`src/rtl/fetch_unit.sv`:
```
// fetch_unit
// Instruction fetch stage. Keeps the fetch PC, reads a variable-latency
// instruction memory over a req/ack handshake and buffers fetched words in a
// small FIFO that feeds decode. A taken branch (PCSrc) flushes the buffer and
// redirects fetch. If a memory read is still in flight when the redirect
// arrives, the stage waits for it in DROP and throws the returned word away.
//
// Handshakes:
//  - Memory side: imem_req is raised with imem_addr and both are held
//    unchanged until the cycle in which imem_ack=1. A word transfers on
//    imem_req & imem_ack, and imem_rdata is sampled in that cycle. The ack may
//    come in the first request cycle. Only one request is ever outstanding.
//  - Decode side: instr_valid=1 means Instr/PC/PCPlus8 hold the head entry.
//    They do not change while instr_valid=1 & instr_ready=0. The head is
//    consumed on instr_valid & instr_ready, unless PCSrc is high in that same
//    cycle, because a redirect overrides both push and pop.
module fetch_unit #(
  parameter logic [31:0] RESET_PC = 32'h0000_0000,
  parameter int          DEPTH    = 2
) (
  input  logic        clk,
  input  logic        reset,
  output logic        imem_req,
  output logic [31:0] imem_addr,
  input  logic        imem_ack,
  input  logic [31:0] imem_rdata,
  output logic [31:0] Instr,
  output logic [31:0] PC,
  output logic [31:0] PCPlus8,
  output logic        instr_valid,
  input  logic        instr_ready,
  input  logic        PCSrc,
  input  logic [31:0] BranchTarget,
  output logic        fsm_state
);

  localparam int PTR_W = (DEPTH > 1) ? $clog2(DEPTH) : 1;
  localparam int CNT_W = $clog2(DEPTH + 1);
  localparam logic [CNT_W-1:0] DEPTH_C = CNT_W'(DEPTH);
  localparam logic [PTR_W-1:0] LAST_PTR = PTR_W'(DEPTH - 1);

  // FETCH: normal operation. DROP: waiting for a stale read to come back.
  typedef enum logic {
    FETCH = 1'b0,
    DROP  = 1'b1
  } state_t;

  state_t             state;
  logic [31:0]        fetch_pc;

  logic [31:0]        buf_data [DEPTH];
  logic [31:0]        buf_pc   [DEPTH];
  logic [PTR_W-1:0]   rd_ptr;
  logic [PTR_W-1:0]   wr_ptr;
  logic [CNT_W-1:0]   count;
  logic [CNT_W-1:0]   count_next;

  logic               transfer;
  logic               push;
  logic               pop;
  logic [31:0]        redirect_pc;
  logic [31:0]        fetch_pc_inc;
  logic               unused_target_bits;

  // The low two bits of the branch target are ignored, so addresses stay word aligned.
  assign redirect_pc        = {BranchTarget[31:2], 2'b00};
  assign unused_target_bits = ^BranchTarget[1:0];
  assign fetch_pc_inc       = fetch_pc + 32'd4;

  // A read transfers on req & ack. Only FETCH keeps the word, and only when no redirect is taken.
  assign transfer = imem_req & imem_ack;
  assign push     = transfer & (state == FETCH) & ~PCSrc;
  assign pop      = instr_valid & instr_ready & ~PCSrc;

  // Occupancy after this edge. It decides whether a new read may be issued.
  always_comb begin
    count_next = count;
    if (PCSrc) begin
      count_next = '0;
    end else begin
      count_next = count + CNT_W'(push) - CNT_W'(pop);
    end
  end

  function automatic logic [PTR_W-1:0] ptr_inc(input logic [PTR_W-1:0] p);
    return (p == LAST_PTR) ? '0 : p + PTR_W'(1);
  endfunction

  // Fetch control: owns the state, the fetch PC and the registered request outputs.
  always_ff @(posedge clk or negedge reset) begin
    if (!reset) begin
      state     <= FETCH;
      fetch_pc  <= RESET_PC;
      imem_req  <= 1'b0;
      imem_addr <= RESET_PC;
    end else begin
      case (state)
        FETCH: begin
          if (PCSrc) begin
            fetch_pc <= redirect_pc;
            if (imem_req && !imem_ack) begin
              // The read stays in flight with its old address and its data is discarded later.
              state <= DROP;
            end else begin
              // The buffer is now empty, so the read to the target goes out at once.
              imem_req  <= 1'b1;
              imem_addr <= redirect_pc;
            end
          end else begin
            if (transfer) begin
              fetch_pc <= fetch_pc_inc;
            end
            if (imem_req && !imem_ack) begin
              // The request is still waiting. Hold req and addr.
              imem_req <= 1'b1;
            end else if (count_next < DEPTH_C) begin
              // The outstanding read reserves a slot. It only issues when that slot is free.
              imem_req  <= 1'b1;
              imem_addr <= transfer ? fetch_pc_inc : fetch_pc;
            end else begin
              imem_req <= 1'b0;
            end
          end
        end
        DROP: begin
          if (PCSrc) begin
            fetch_pc <= redirect_pc;
          end
          if (imem_ack) begin
            // The stale word returns here and is dropped. Fetch restarts at the newest target.
            state     <= FETCH;
            imem_req  <= 1'b1;
            imem_addr <= PCSrc ? redirect_pc : fetch_pc;
          end
        end
        default: begin
          state    <= FETCH;
          imem_req <= 1'b0;
        end
      endcase
    end
  end

  // Instruction buffer: a circular FIFO of {pc, word}. A redirect empties it.
  always_ff @(posedge clk or negedge reset) begin
    if (!reset) begin
      rd_ptr <= '0;
      wr_ptr <= '0;
      count  <= '0;
      for (int i = 0; i < DEPTH; i++) begin
        buf_data[i] <= 32'd0;
        buf_pc[i]   <= RESET_PC;
      end
    end else if (PCSrc) begin
      rd_ptr <= '0;
      wr_ptr <= '0;
      count  <= '0;
    end else begin
      if (push) begin
        buf_data[wr_ptr] <= imem_rdata;
        buf_pc[wr_ptr]   <= fetch_pc;
        wr_ptr           <= ptr_inc(wr_ptr);
      end
      if (pop) begin
        rd_ptr <= ptr_inc(rd_ptr);
      end
      count <= count_next;
    end
  end

  // Decode-facing view of the head entry. There is no bypass from imem_rdata.
  assign instr_valid = (count != '0);
  assign Instr       = buf_data[rd_ptr];
  assign PC          = buf_pc[rd_ptr];
  assign PCPlus8     = PC + 32'd8;
  assign fsm_state   = state;

endmodule

```
`config.mk`:
```
export PLATFORM = sky130hd
export DESIGN_NAME = fetch_unit
export DESIGN_NICKNAME = d
export VERILOG_FILES = /design/src/rtl/fetch_unit.sv
export SDC_FILE = /design/constraint.sdc
export NUM_CORES = 1
export LEC_CHECK = 0
export BUFFER_PORTS_ARGS = -buffer_cell sky130_fd_sc_hd__buf_2
export CAP_MARGIN = 15
export CORE_MARGIN = 4
export CORE_UTILIZATION = 40
export DETAILED_ROUTE_END_ITERATION = 10
export SETUP_SLACK_MARGIN = 0.4
export SYNTH_ARGS = -nofsm -noshare
export SYNTH_HDL_FRONTEND = slang
export SYNTH_SLANG_ARGS = --single-unit
```
`constraint.sdc`:
```
create_clock -name clk -period 5 [get_ports clk]
set_clock_uncertainty 0.2 [all_clocks]
set_input_delay 0.75 -clock clk [delete_from_list [all_inputs] [get_ports clk]]
set_output_delay 0.75 -clock clk [all_outputs]
set_load 0.02 [all_outputs]
```
==> flow_metrics.tcl <==
set metrics [dict create \
    overflow 0 \
    cts-resized-gates 0 \
    crit_path_start_kind "flip-flop" \
    cpLargestDelayFamily "compound AO/OA/AOI/OAI gates" \
    wl_um 22800 \
    hold_class "input pin to async pin" \
    grt_first_pass_wirelength_um 37300 \
    path_buf_inv 2 \
    fin_area_sq_mm 0.0116 \
    pwr_density_cell_mw_per_mm2 527 \
    post-place-ws_ns 0.982 \
    cts_tree "yes" \
    rows 56 \
    maxSlewViolCount 0 \
    fillCellCount 2157 \
    hold_violations 0 \
    power.internal_mw 3.95 \
    max-vdd-ir-drop_v 0.000247 \
    cts_hold_buf 0 \
    syn2layout_area_growth_pct 20.7 \
    combPwrFrac 0.353 \
    grt_pass1_vias 6786 \
    rsz0062_at_grt "false" \
    synth.net_count 831 \
    hpwlAfterDp_um 16200 \
    synth_area_leader_cell "dfrtp_1" \
    place.gp.congestion 0.785 \
    n_antenna_cell 0 \
    worst_pin_slew_ns 1.04 \
    synth_commonest_cells "mux2_2, dfrtp_1, mux2i_1" \
    slowest_stage "nor4_1" \
    ys_async_sr_fraction 1.00 \
    vias 6570 \
    worstSetupPathType "flip-flop to output port" \
    synth.distinct_cells 49 \
    die_w_um 163 \
    yosysWarnings 0 \
    die-area_sq_mm 0.0265 \
    firstDrtPassIters 4 \
    worst_slack_ns 0.642 \
    grt.total_usage 0.178 \
    numCtsBuffers 17 \
    crit_chain "mux2_2 -> ha_1 -> inv_1 -> a211oi_1 -> o211ai_1 -> nor4_1 -> xor2_1 -> buf_2" \
    swShare 0.352 \
    finish.net_count 1019 \
    ff_latch_area_sq_mm 0.00496 \
    setup_tns_ns 0 \
    synth-compound-area-share 0.0344 \
    synthSimpleGateAreaFrac 0.0962 \
    seqPwrFrac 0.403 \
    muxShareOfSynthArea 0.289 \
    syn_area_sq_mm 0.00957 \
    crit_arrival_ns 3.41 \
    synth_edf_count 0 \
    end_kind "output port" \
    start_util 0.408 \
    postRouteAntennaNets 0 \
    yosysTopAreaCellShare 0.518 \
    wl_per_cell_um 17.8 \
    die_y_um 163 \
    min_period_over_period 0.872 \
    maxSlewHeadroom 0.308 \
    multi_input_area_sq_mm 0.00439 \
    synthFlopType "dfrtp_1" \
    clk_root_buffer_cell "clkbuf_16" \
    grt_max_degree 123 \
    cp_data_required_time_ns 4.05 \
    avgViaCountPerCell 5.14 \
    cts_sinks 198 \
    synth_area_per_cell_sq_um 12.6 \
    io-pin-count 200 \
    cpPeakStageDelay_ns 0.68 \
    synth_seq_cells 198 \
    h-tree-depth 4 \
    cts_setup_buffers 0 \
    antenna_found_initial 2 \
    timing.fmax_ghz 0.229 \
    yosysSeqAreaShare 0.518 \
    p_total_mw 6.09 \
    clkLatencyLatePin_ns 0.42 \
    clkPwrFrac 0.243 \
    synth_most_common_cell "mux2_2" \
    synthAdderAreaFrac 0.00523 \
    status "finished, final reports clean" \
    p_leak_nw 5.19 \
    setup_violations 0 \
    drive_above_1_share 0.487 \
    synthTopCellsByArea "dfrtp_1, mux2_2, mux2i_1" \
    syn_inst 758 \
    place_area_sq_mm 0.0109 \
    cap_violations 0 \
    drt-initial-drc-count 254 \
    min_period_ns 4.36 \
    clock_path_buffers 2 \
    clkSlewWorstSetupHoldPaths_ns 0.07 \
    core_area_sq_mm 0.0235 \
    worstPathMaxFanout 21 \
    synth_top_family_by_area "multiplexers" \
    io_buffers 197 \
    drc 0 \
    synth-xor-area-share 0.0307 \
    p_sw_mw 2.14 \
]
==> routing by layer <==
metal	vias up	GRT usage	wire length, um	share of wire
li1	3117	-	-	-
met5	-	0	20	0.00088
met4	4	0.0370	213	0.0094
met2	148	0.281	10600	0.47
met1	3282	0.240	10200	0.45
met3	19	0.0615	1720	0.075
==> path summary, 6_finish.rpt <==
check                         startpoint       endpoint  slack (ns)  cells past startpoint
max                               rd_ptr    PCPlus8[31]        0.64                      8
min                                reset    fetch_pc[7]        0.26                      1
max reg2reg                    fsm_state  imem_addr[20]        1.56                     10
min reg2reg                imem_addr[27]  imem_addr[27]        0.29                      2
max in group asynchronous          reset       imem_req        3.37                      2
min in group clk           imem_addr[27]  imem_addr[27]        0.29                      2
==> worst register-to-register path, cell delays in order (launching register included) <==
cell	delay, ns
dfrtp_1	0.51
or2_1	0.32
nor2_1	0.32
inv_2	0.19
ha_1	0.33
inv_1	0.05
ha_1	0.14
xnor3_1	0.26
o32ai_4	0.23
buf_4	0.38
mux2_2	0.39
==> state kept, by name (all words and copies together) (netlist names) <==
signal and cells:
imem_req 1, wr_ptr 1, fsm_state 1, fetch_pc 32, buf_data 64, buf_pc 64, count 2, imem_addr 32
rd_ptr 1
==> layout by cell type (no fill, tap or decap), types with 2 or more instances in the layout <==
cell type and n:
or4_1 2, clkbuf_8 2, nor3b_1 3, a221oi_1 5, nand3_1 15, bufinv_16 4
nand2_1 33, o21ai_0 9, clkinv_2 2, xor2_1 12, a21oi_1 6, xnor2_1 19
o31ai_1 6, buf_2 196, or2_2 4, ha_1 4, clkinv_4 2, o31a_1 2
clkbuf_16 17, inv_1 17, nand3b_1 3, nor4_2 2, and3_1 5, buf_4 11
nand4b_1 4, nor2_1 31, and2_1 3, inv_6 2, nand2b_1 6, nor2b_1 7
clkinvlp_4 3, nand4_1 16, mux2_2 211, a31oi_1 12, mux2i_1 39, or3_1 2
nor3_1 16, nor4_1 9, dfrtp_1 197
==> power groups by stage <==
stage               clock, mW  sequential (mW)  combinational [mW]
finish                   1.48             2.46                2.15
detailed placement          0             2.49                2.19
floorplan                   0             2.44                1.52
global route             1.60             2.54                2.34
global placement            0             2.47                2.16
CTS                      1.53             2.46                2.19
==> kinds of logic after synthesis <==
logic type	count (synthesis)
AO/OA/AOI/OAI	48
XOR/XNOR	32
adder cells (fa/ha/maj)	4
buffers and inverters	58
flip-flops	198
multiplexers	250
AND/OR/NAND/NOR	168
==> through the flow <==
| stage | instances | utilization | hold slack [ns] |
|---|---|---|---|
| finish | 1278 | 0.492 | 0.259 |
| global route | 1278 | 0.492 | 0.312 |
| CTS | 1278 | 0.492 | 0.297 |
| detailed placement | 1246 | 0.465 | 0.280 |
| global placement | 1246 | 0.465 | 0.268 |
| floorplan | 758 | - | 0.254 |
==> layout make-up <==
cell class / instances / share of cell area
Clock buffer: 18 / 0.0380
Inverter: 18 / 0.00585
Tap cell: 319 / 0.0346
Sequential cell: 198 / 0.429
Timing Repair Buffer: 209 / 0.0950
Clock inverter: 14 / 0.0172
Multi-Input combinational cell: 502 / 0.380
Note: power is estimated with default switching activity, not from simulation.
